**src/rtl/cla_pkg.sv**
```systemverilog
// ---------------------------------------------------------------------------
// cla_pkg
// Shared definitions for the sequenced carry-lookahead adder:
//   - state_t : controller state encoding (IDLE / ADD / DONE)
//   - calc_nchunk    : number of CHUNK-bit slices in a WIDTH-bit operand
//   - calc_idx_width : width of the chunk index register (never below 1)
// ---------------------------------------------------------------------------
package cla_pkg;

  typedef enum logic [1:0] {
    IDLE = 2'd0,
    ADD  = 2'd1,
    DONE = 2'd2
  } state_t;

  function automatic int calc_nchunk(input int width, input int chunk);
    return width / chunk;
  endfunction

  // A single-chunk configuration still needs a 1-bit index register.
  function automatic int calc_idx_width(input int nchunk);
    return (nchunk > 1) ? $clog2(nchunk) : 1;
  endfunction

endpackage

```
**src/rtl/cla_chunk.sv**
```systemverilog
// ---------------------------------------------------------------------------
// cla_chunk
// Combinational CHUNK-bit carry-lookahead adder slice.
// Ports:
//   a, b  in  CHUNK  operand slices
//   cin   in  1      carry into bit 0 of the slice
//   sum   out CHUNK  slice sum
//   cout  out 1      carry out of the top bit of the slice
// ---------------------------------------------------------------------------
module cla_chunk #(
  parameter int CHUNK = 8
) (
  input  logic [CHUNK-1:0] a,
  input  logic [CHUNK-1:0] b,
  input  logic             cin,
  output logic [CHUNK-1:0] sum,
  output logic             cout
);

  logic [CHUNK-1:0] g;
  logic [CHUNK-1:0] p;
  logic [CHUNK:0]   c;

  assign g = a & b;
  assign p = a ^ b;

  // Carries are built inside one process so the chain reads as a single
  // combinational network rather than a vector feeding back on itself.
  always_comb begin
    c    = '0;
    c[0] = cin;
    for (int i = 0; i < CHUNK; i++) begin
      c[i+1] = g[i] | (p[i] & c[i]);
    end
  end

  assign sum  = p ^ c[CHUNK-1:0];
  assign cout = c[CHUNK];

endmodule

```
**src/rtl/cla_seq_controller.sv**
```systemverilog
// ---------------------------------------------------------------------------
// cla_seq_controller
// Multi-cycle WIDTH-bit adder that reuses one CHUNK-bit CLA slice over
// WIDTH/CHUNK cycles, registering the carry between slices.
// Ports:
//   clk, rst_n          clock / asynchronous active-low reset
//   in_valid, in_ready  operand handshake (in_ready high only in IDLE)
//   a, b, cin           operands and carry-in, captured on acceptance
//   flush               synchronous abort back to IDLE, result discarded
//   busy                high while in ADD or DONE
//   out_valid,out_ready result handshake (out_valid high only in DONE)
//   sum, cout           registered result, stable while out_valid is high
// ---------------------------------------------------------------------------
module cla_seq_controller
  import cla_pkg::*;
#(
  parameter int WIDTH = 32,
  parameter int CHUNK = 8
) (
  input  logic             clk,
  input  logic             rst_n,
  input  logic             in_valid,
  output logic             in_ready,
  input  logic [WIDTH-1:0] a,
  input  logic [WIDTH-1:0] b,
  input  logic             cin,
  input  logic             flush,
  output logic             busy,
  output logic             out_valid,
  input  logic             out_ready,
  output logic [WIDTH-1:0] sum,
  output logic             cout
);

  localparam int NCHUNK = calc_nchunk(WIDTH, CHUNK);
  localparam int IDXW   = calc_idx_width(NCHUNK);
  localparam logic [IDXW-1:0] LAST_IDX = IDXW'(NCHUNK - 1);

  if (WIDTH % CHUNK != 0) begin : g_width_check
    $error("cla_seq_controller: WIDTH must be a multiple of CHUNK");
  end

  state_t           state;
  state_t           state_next;
  logic [IDXW-1:0]  idx;
  logic             carry;
  logic [WIDTH-1:0] a_q;
  logic [WIDTH-1:0] b_q;
  logic [WIDTH-1:0] sum_q;
  logic             cout_q;
  logic [CHUNK-1:0] chunk_a;
  logic [CHUNK-1:0] chunk_b;
  logic [CHUNK-1:0] chunk_sum;
  logic             chunk_cout;
  logic             last_chunk;

  assign chunk_a    = a_q[idx*CHUNK +: CHUNK];
  assign chunk_b    = b_q[idx*CHUNK +: CHUNK];
  assign last_chunk = (idx == LAST_IDX);

  cla_chunk #(
    .CHUNK(CHUNK)
  ) u_chunk (
    .a   (chunk_a),
    .b   (chunk_b),
    .cin (carry),
    .sum (chunk_sum),
    .cout(chunk_cout)
  );

  always_ff @(posedge clk or negedge rst_n) begin
    if (!rst_n) begin
      state <= IDLE;
    end else begin
      state <= state_next;
    end
  end

  // flush overrides every transition, including acceptance in IDLE.
  always_comb begin
    state_next = state;
    in_ready   = 1'b0;
    busy       = 1'b0;
    out_valid  = 1'b0;
    case (state)
      IDLE: begin
        in_ready = 1'b1;
        if (in_valid) state_next = ADD;
      end
      ADD: begin
        busy = 1'b1;
        if (last_chunk) state_next = DONE;
      end
      DONE: begin
        busy      = 1'b1;
        out_valid = 1'b1;
        if (out_ready) state_next = IDLE;
      end
      default: state_next = IDLE;
    endcase
    if (flush) state_next = IDLE;
  end

  // On flush the datapath simply freezes; sum/cout are meaningless until the
  // next completed addition raises out_valid again.
  always_ff @(posedge clk or negedge rst_n) begin
    if (!rst_n) begin
      idx    <= '0;
      carry  <= 1'b0;
      a_q    <= '0;
      b_q    <= '0;
      sum_q  <= '0;
      cout_q <= 1'b0;
    end else if (!flush) begin
      case (state)
        IDLE: begin
          if (in_valid) begin
            a_q   <= a;
            b_q   <= b;
            carry <= cin;
            idx   <= '0;
            sum_q <= '0;
          end
        end
        ADD: begin
          sum_q[idx*CHUNK +: CHUNK] <= chunk_sum;
          carry                     <= chunk_cout;
          if (last_chunk) begin
            cout_q <= chunk_cout;
          end else begin
            idx <= idx + 1'b1;
          end
        end
        default: ;
      endcase
    end
  end

  assign sum  = sum_q;
  assign cout = cout_q;

endmodule
```
**config.mk**
```make
export PLATFORM = sky130hd
export DESIGN_NAME = cla_seq_controller
export DESIGN_NICKNAME = d
export VERILOG_FILES = /design/src/rtl/cla_pkg.sv /design/src/rtl/cla_chunk.sv /design/src/rtl/cla_seq_controller.sv
export SDC_FILE = /design/constraint.sdc
export NUM_CORES = 1
export LEC_CHECK = 0
export ABC_AREA = 1
export CAP_MARGIN = 20
export CORE_AREA = 3 3 148 150
export DETAILED_ROUTE_END_ITERATION = 10
export DIE_AREA = 0 0 151 153
export GPL_TIMING_DRIVEN = 0
export HOLD_SLACK_MARGIN = 0.05
export PLACE_DENSITY = 0.51
export SYNTH_ARGS = -nofsm -noshare
export SYNTH_HDL_FRONTEND = slang
export SYNTH_SLANG_ARGS = --single-unit
export TNS_END_PERCENT = 50
```
**constraint.sdc**
```tcl
create_clock -name clk -period 7.1 [get_ports clk]
set_clock_uncertainty 0.05 [all_clocks]
set_input_delay 0.71 -clock clk [delete_from_list [all_inputs] [get_ports clk]]
set_output_delay 0.71 -clock clk [all_outputs]
set_load 0.01 [all_outputs]
```
; ---- Word-level counts from Yosys, hierarchy flattened
; Cells that the tools add are included.
[word_totals]
regBits = 102
input_bits = 70
output_inout_bits = 36
wordCells = 65
[op_classes]
add_sub_neg = 2
eq_ne = 8
shifts = 4
mux = 16
bitwise = 20
n_reduce_logical = 8
[op_table]
columns = cell, n
row1 = 32-bit case mux with 2 select lines, 1
row2 = 32-bit by 6-bit variable part select with 8-bit output, 2
row3 = 5-bit negator with 34-bit output, 1
row4 = 8-bit by 34-bit variable shift with 32-bit output (first input constant), 1
row5 = 8-bit by 34-bit variable part select with 32-bit output, 1
row6 = 32-bit bitwise mux, 1
row7 = 32-bit two-way mux, 1
row8 = 8-bit bitwise XOR, 2
row9 = 2-bit two-way mux, 6
row10 = 3-bit AND reduction, 4
row11 = 3-bit != test (second input constant), 3
row12 = 1-bit AND, 8
row13 = 8-bit AND, 1
row14 = 1-bit bitwise OR, 8
row15 = 2-bit case mux with 3 select lines, 1
row16 = 2-bit == test (second input constant), 2
row17 = 1-bit two-way mux, 4
row18 = 2-bit != test (second input constant), 2
row19 = 2-bit case mux with 2 select lines, 1
row20 = 4-bit AND reduction, 1
row21 = 2-bit by 1-bit adder with 2-bit output (second input constant), 1
row22 = 2-bit by 1-bit == test with 1-bit output (second input constant), 1
row23 = 2-bit logical NOT, 1
row24 = 1-bit case mux with 2 select lines, 1
row25 = other kinds (3), 3

; ---- Depth between registers and ports, before layout
[depth]
ltp_word = 20
mapped_depth = 19
depth_no_buf = 17

; ---- Hierarchy
; A second synthesis with hierarchy kept.
[unflattened]
hier_cells = 651
area_unflattened_um2 = 5231.3
[modules_own_cells]
columns = module, instances, cells_per_inst, area_each_um2, seq_area_each_um2
row1 = cla_seq_controller, 1, 633, 5033.6, 2552.4
row2 = cla_chunk, 1, 18, 197.7, 0.0

; ---- Least setup slack after synthesis
; OpenSTA, ideal clock, no wires.
[synth_path]
path_type = register to register
from = reg idx[0]
to = reg sum_q[15], in the netlist sum[15]
setup_ns = 0.118
arrival_ns = 4.373
required_time_ns = 6.932
path_slack_ns = 2.559
stages_incl_launch_ff = 20
n_path_buf = 2
synth_period_minus_slack_ns = 4.541
cell_sequence = dfrtp_1 -> buf_2 -> inv_1 -> clkbuf_1 -> o21ai_0 -> o22ai_1 -> fa_1 -> inv_1 -> fa_1 -> fa_1 -> fa_1 -> fa_1 -> fa_1 -> fa_1 -> inv_1 -> fa_1 -> nand3_1 -> nor2_1 -> nand3_1 -> nand2_1
[synth_between]
elab_chain_len = 20
[synth_rtl]
columns = element, line_no
row1 = start: declaration, cla_seq_controller.sv:45  ; logic [IDXW-1:0] idx;
row2 = start signal: assignment, cla_seq_controller.sv:131  ; idx <= idx + 1'b1;
row3 = "32-bit by 6-bit variable part select with 8-bit output, on equally long branches", "cla_seq_controller.sv:57, cla_seq_controller.sv:58"
row4 = 8-bit bitwise XOR, cla_chunk.sv:25  ; assign p = a ^ b;
row5 = 1-bit AND, cla_chunk.sv:33  ; c[i+1] = g[i] | (p[i] & c[i]);
row6 = 1-bit bitwise OR, cla_chunk.sv:33
row7 = 1-bit AND, cla_chunk.sv:33
row8 = 1-bit bitwise OR, cla_chunk.sv:33
row9 = 1-bit AND, cla_chunk.sv:33
row10 = 1-bit bitwise OR, cla_chunk.sv:33
row11 = [4 not listed], -
row12 = 1-bit AND, cla_chunk.sv:33
row13 = 1-bit bitwise OR, cla_chunk.sv:33
row14 = 1-bit AND, cla_chunk.sv:33
row15 = 1-bit bitwise OR, cla_chunk.sv:33
row16 = 8-bit bitwise XOR, cla_chunk.sv:37  ; assign sum = p ^ c[CHUNK-1:0];
row17 = 8-bit by 34-bit variable part select with 32-bit output, cla_seq_controller.sv:126  ; sum_q[idx*CHUNK +: CHUNK] <= chunk_sum;
row18 = 32-bit bitwise mux (*), cla_seq_controller.sv:126
row19 = 32-bit case mux with 2 select lines (*), cla_seq_controller.sv:115  ; case (state)
row20 = end signal: indexed assignment, cla_seq_controller.sv:126
row21 = end: declaration, cla_seq_controller.sv:49  ; logic [WIDTH-1:0] sum_q;
; Mark *: on every way between the ends. The rest lies on a longest branch, timed or not.
; A chain may end at the register's enable or synchronous reset.

; ---- Final worst setup path
[layout_path]
from = reg idx[0]
to = reg sum_q[31], in the netlist sum[31]
; Same word-level chain as after synthesis.

==> run_results.csv <==
group,metric,value,unit
status,outcome,"finished, final reports clean",
sta,tns,0,ps
pwr,p_comb_share,47.9,%
floorplanning,initial_core_util,24.7,%
setup_path,cp_max_fo,10,
floorplanning,die_h,153,um
logic_synthesis,yosysMostFrequentCell,"nand2_1",
setup_path,cp_data_required_time,7290,ps
logic_synthesis,synth_cell_type_count,19,
drt,avgRoutedWirePerCell,14.1,um
sta,setup_viol,0,
clocking,clockBufferDepth,2,
logic_synthesis,netlist_instances,668,
sta,rsz0062_at_grt,"no",
logic_synthesis,synth_area_leaders,"dfrtp_1 (50%), nand2_1 (17%), nand3_1 (6.2%), inv_1 (6.0%), o21ai_1 (5.0%)",
clocking,cts_setup_buffers,0,
logic_synthesis,synth_edf_count,0,
finish,num-nets-final,871,
global_routing,gr-total-overflow,0,
pwr,pwr-share-seq,33.4,%
setup_path,crit_path_end_kind,"flop",
logic_synthesis,yosysTopAreaCellShare,49.7,%
placed_design,gp_congestion,0.803,
drt,vias,4508,
floorplanning,die_w,151,um
floorplanning,num_rows,53,
sta,fmax,0.194,GHz
logic_synthesis,synth_nets,754,
global_routing,grt_max_degree,64,
clocking,clk_latency,360,ps
placed_design,post-dp-hpwl,11600,um
global_routing,grt_pass1_wl,24200,um
finish,syn_to_final_growth,33.3,%
finish,drive_above_1_share,5.58,%
floorplanning,die-area,23100,um2
sta,tightest_slew,851,ps
setup_path,critPathKind,"flop to flop",
drt,drt_iter0_markers,290,
logic_synthesis,ys_warn_count,0,
global_routing,grt_pass1_vias,4519,
drt,vias_per_cell,4.24,
floorplanning,core_area,20800,um2
clocking,cts_resized,0,
hold_path,hold_class,"input pin to async pin",
pwr,ir_worst_vdd,0.186,mV
setup_path,worst_setup_path_start_kind,"flop",
pwr,power,0.00269,W
pwr,p_sw,0.00115,W
logic_synthesis,synth_commonest_cells,"nand2_1 (235), dfrtp_1 (102), inv_1 (82), nand3_1 (64), nor2_1 (53)",
logic_synthesis,yosys.area.top_type,"dfrtp_1",
clocking,cts_hold_buf,0,
logic_synthesis,synth-seq-cells,102,
pwr,power_leakage,3.39,nW
logic_synthesis,seq_area_frac_synth,49.7,%
logic_synthesis,syn_area,5140,um2
clocking,clock-sinks,102,
global_routing,antenna_found_initial,0,
clocking,clkTransAtPathRegs,70,ps
sta,slew_violations,0,
setup_path,arrival,5340,ps
logic_synthesis,synth_flop_cell,"dfrtp_1",
flow_run,drv_cap,0,
pwr,switching_share,42.7,%
logic_synthesis,async_reset_ff_share,100,%
pwr,pwr-share-clk,18.7,%
clocking,cts-htree-levels,3,
global_routing,track_usage,13.6,%
drt,drtAntennaViolNets,0,
sta,period_needed,5140,ps
clocking,cts_tree,"yes",
sta,hold_viol_final,0,
drt,dr.pass1.iters,7,
drt,wirelength,15000,um
sta,min_period_over_period,72.4,%
clocking,cts_buffers,9,
drt,route.detailed.drc,0,
floorplanning,pin_count,106,
pwr,power.density,392,nW/um2
placed_design,io_buffer_count,105,
logic_synthesis,syn_area_per_cell,7.69,um2
finish,antenna-diode-count,0,
pwr,power.internal,0.00154,W
sta,relSlewSlack,43.3,%
clocking,cts_root_buffer,"clkbuf_16",
power groups by stage:
stage	logic, W	registers (W)	clock network [W]
finish	0.00129	0.000897	0.000504
global route	0.00147	0.000922	0.000546
CTS	0.00129	0.000900	0.000519
detailed placement	0.00129	0.000909	0
global placement	0.00127	0.000907	0
floorplan	0.000849	0.000873	0
layout make-up:
class	count	area [um2]
buffer	30	168
clock buffer	10	239
clock inverter	5	57.6
fill	2290	14000
inverter	85	319
multi-input combinational	451	2100
sequential	102	2550
tap	275	344
timing repair buffer	106	1070
placed cells by master (no fill, tap or decap), types with 2 or more instances in the layout:
master,count
inv_1,82
fa_1,8
dfrtp_1,102
clkdlybuf4s50_1,104
buf_2,11
o21ai_0,22
clkinv_2,2
clkbuf_1,8
nor2_1,53
buf_4,12
clkbuf_16,9
o22ai_1,4
nand2_1,235
inv_2,3
nand3_1,64
o21ai_1,51
ha_1,8
nand3b_1,2
sequential cells by signal, summed over array words and instances, names as in the netlist:
signal / flops
a_q: 32
b_q: 32
sum: 32
idx: 2
state: 2
carry: 1
cout: 1
routing by layer:
metal	global-route usage [%]	vias to the layer above	routed length [um]
met1	18.8	2068	6960
met3	2.91	15	807
li1	-	2300	-
met4	3.24	0	187
met2	21.7	125	7040
met5	0	-	0
worst paths after layout:
| path | start | to | cells after the start | slack (ps) |
|---|---|---|---|---|
| max | idx[0]$_DFFE_PN0P_ | sum[31]$_DFFE_PN0P_ | 19 | 1960 |
| min | rst_n | state[1]$_DFFE_PN0P_ | 1 | 420 |
| max reg2reg | idx[0]$_DFFE_PN0P_ | sum[31]$_DFFE_PN0P_ | 19 | 1960 |
| min reg2reg | sum[1]$_DFFE_PN0P_ | sum[1]$_DFFE_PN0P_ | 2 | 430 |
| max in group asynchronous | rst_n | a_q[28]$_DFFE_PN0P_ | 2 | 5890 |
| min in group clk | sum[1]$_DFFE_PN0P_ | sum[1]$_DFFE_PN0P_ | 2 | 430 |
logic make-up (layout without fill, tap and decap cells):
group	count (synthesis)	in the layout	synth area share, %
AOI/OAI and AO/OA	79	79	8.01
adders and majority gates	16	16	5.06
buffers and inverters	115	236	9.47
DFF	102	102	49.7
and+or+nand+nor	356	356	27.8
metrics by stage:
step	worst slack [ps]	hold WS [ps]	utilization [%]	cells	area, um2
after floorplan	2560	364	-	668	5140
after global placement	1090	417	31.4	1048	6540
after detailed placement	1970	420	31.5	1049	6550
after CTS	1960	438	32.9	1064	6850
after global routing	1580	452	32.9	1064	6850
final	1960	421	32.9	1064	6850
critical path, stage by stage, from the launching register on:
cell and delay (ps):
dfrtp_1 400, buf_2 170, inv_1 100, clkbuf_1 420, o21ai_0 150, o22ai_1 250, fa_1 230, inv_1 50
fa_1 370, fa_1 380, fa_1 380, fa_1 390, fa_1 390, fa_1 390, inv_1 90, fa_1 460
nand3_1 160, nor2_1 60, nand3_1 90, nand2_1 50
(Power assumes the default switching activity.)
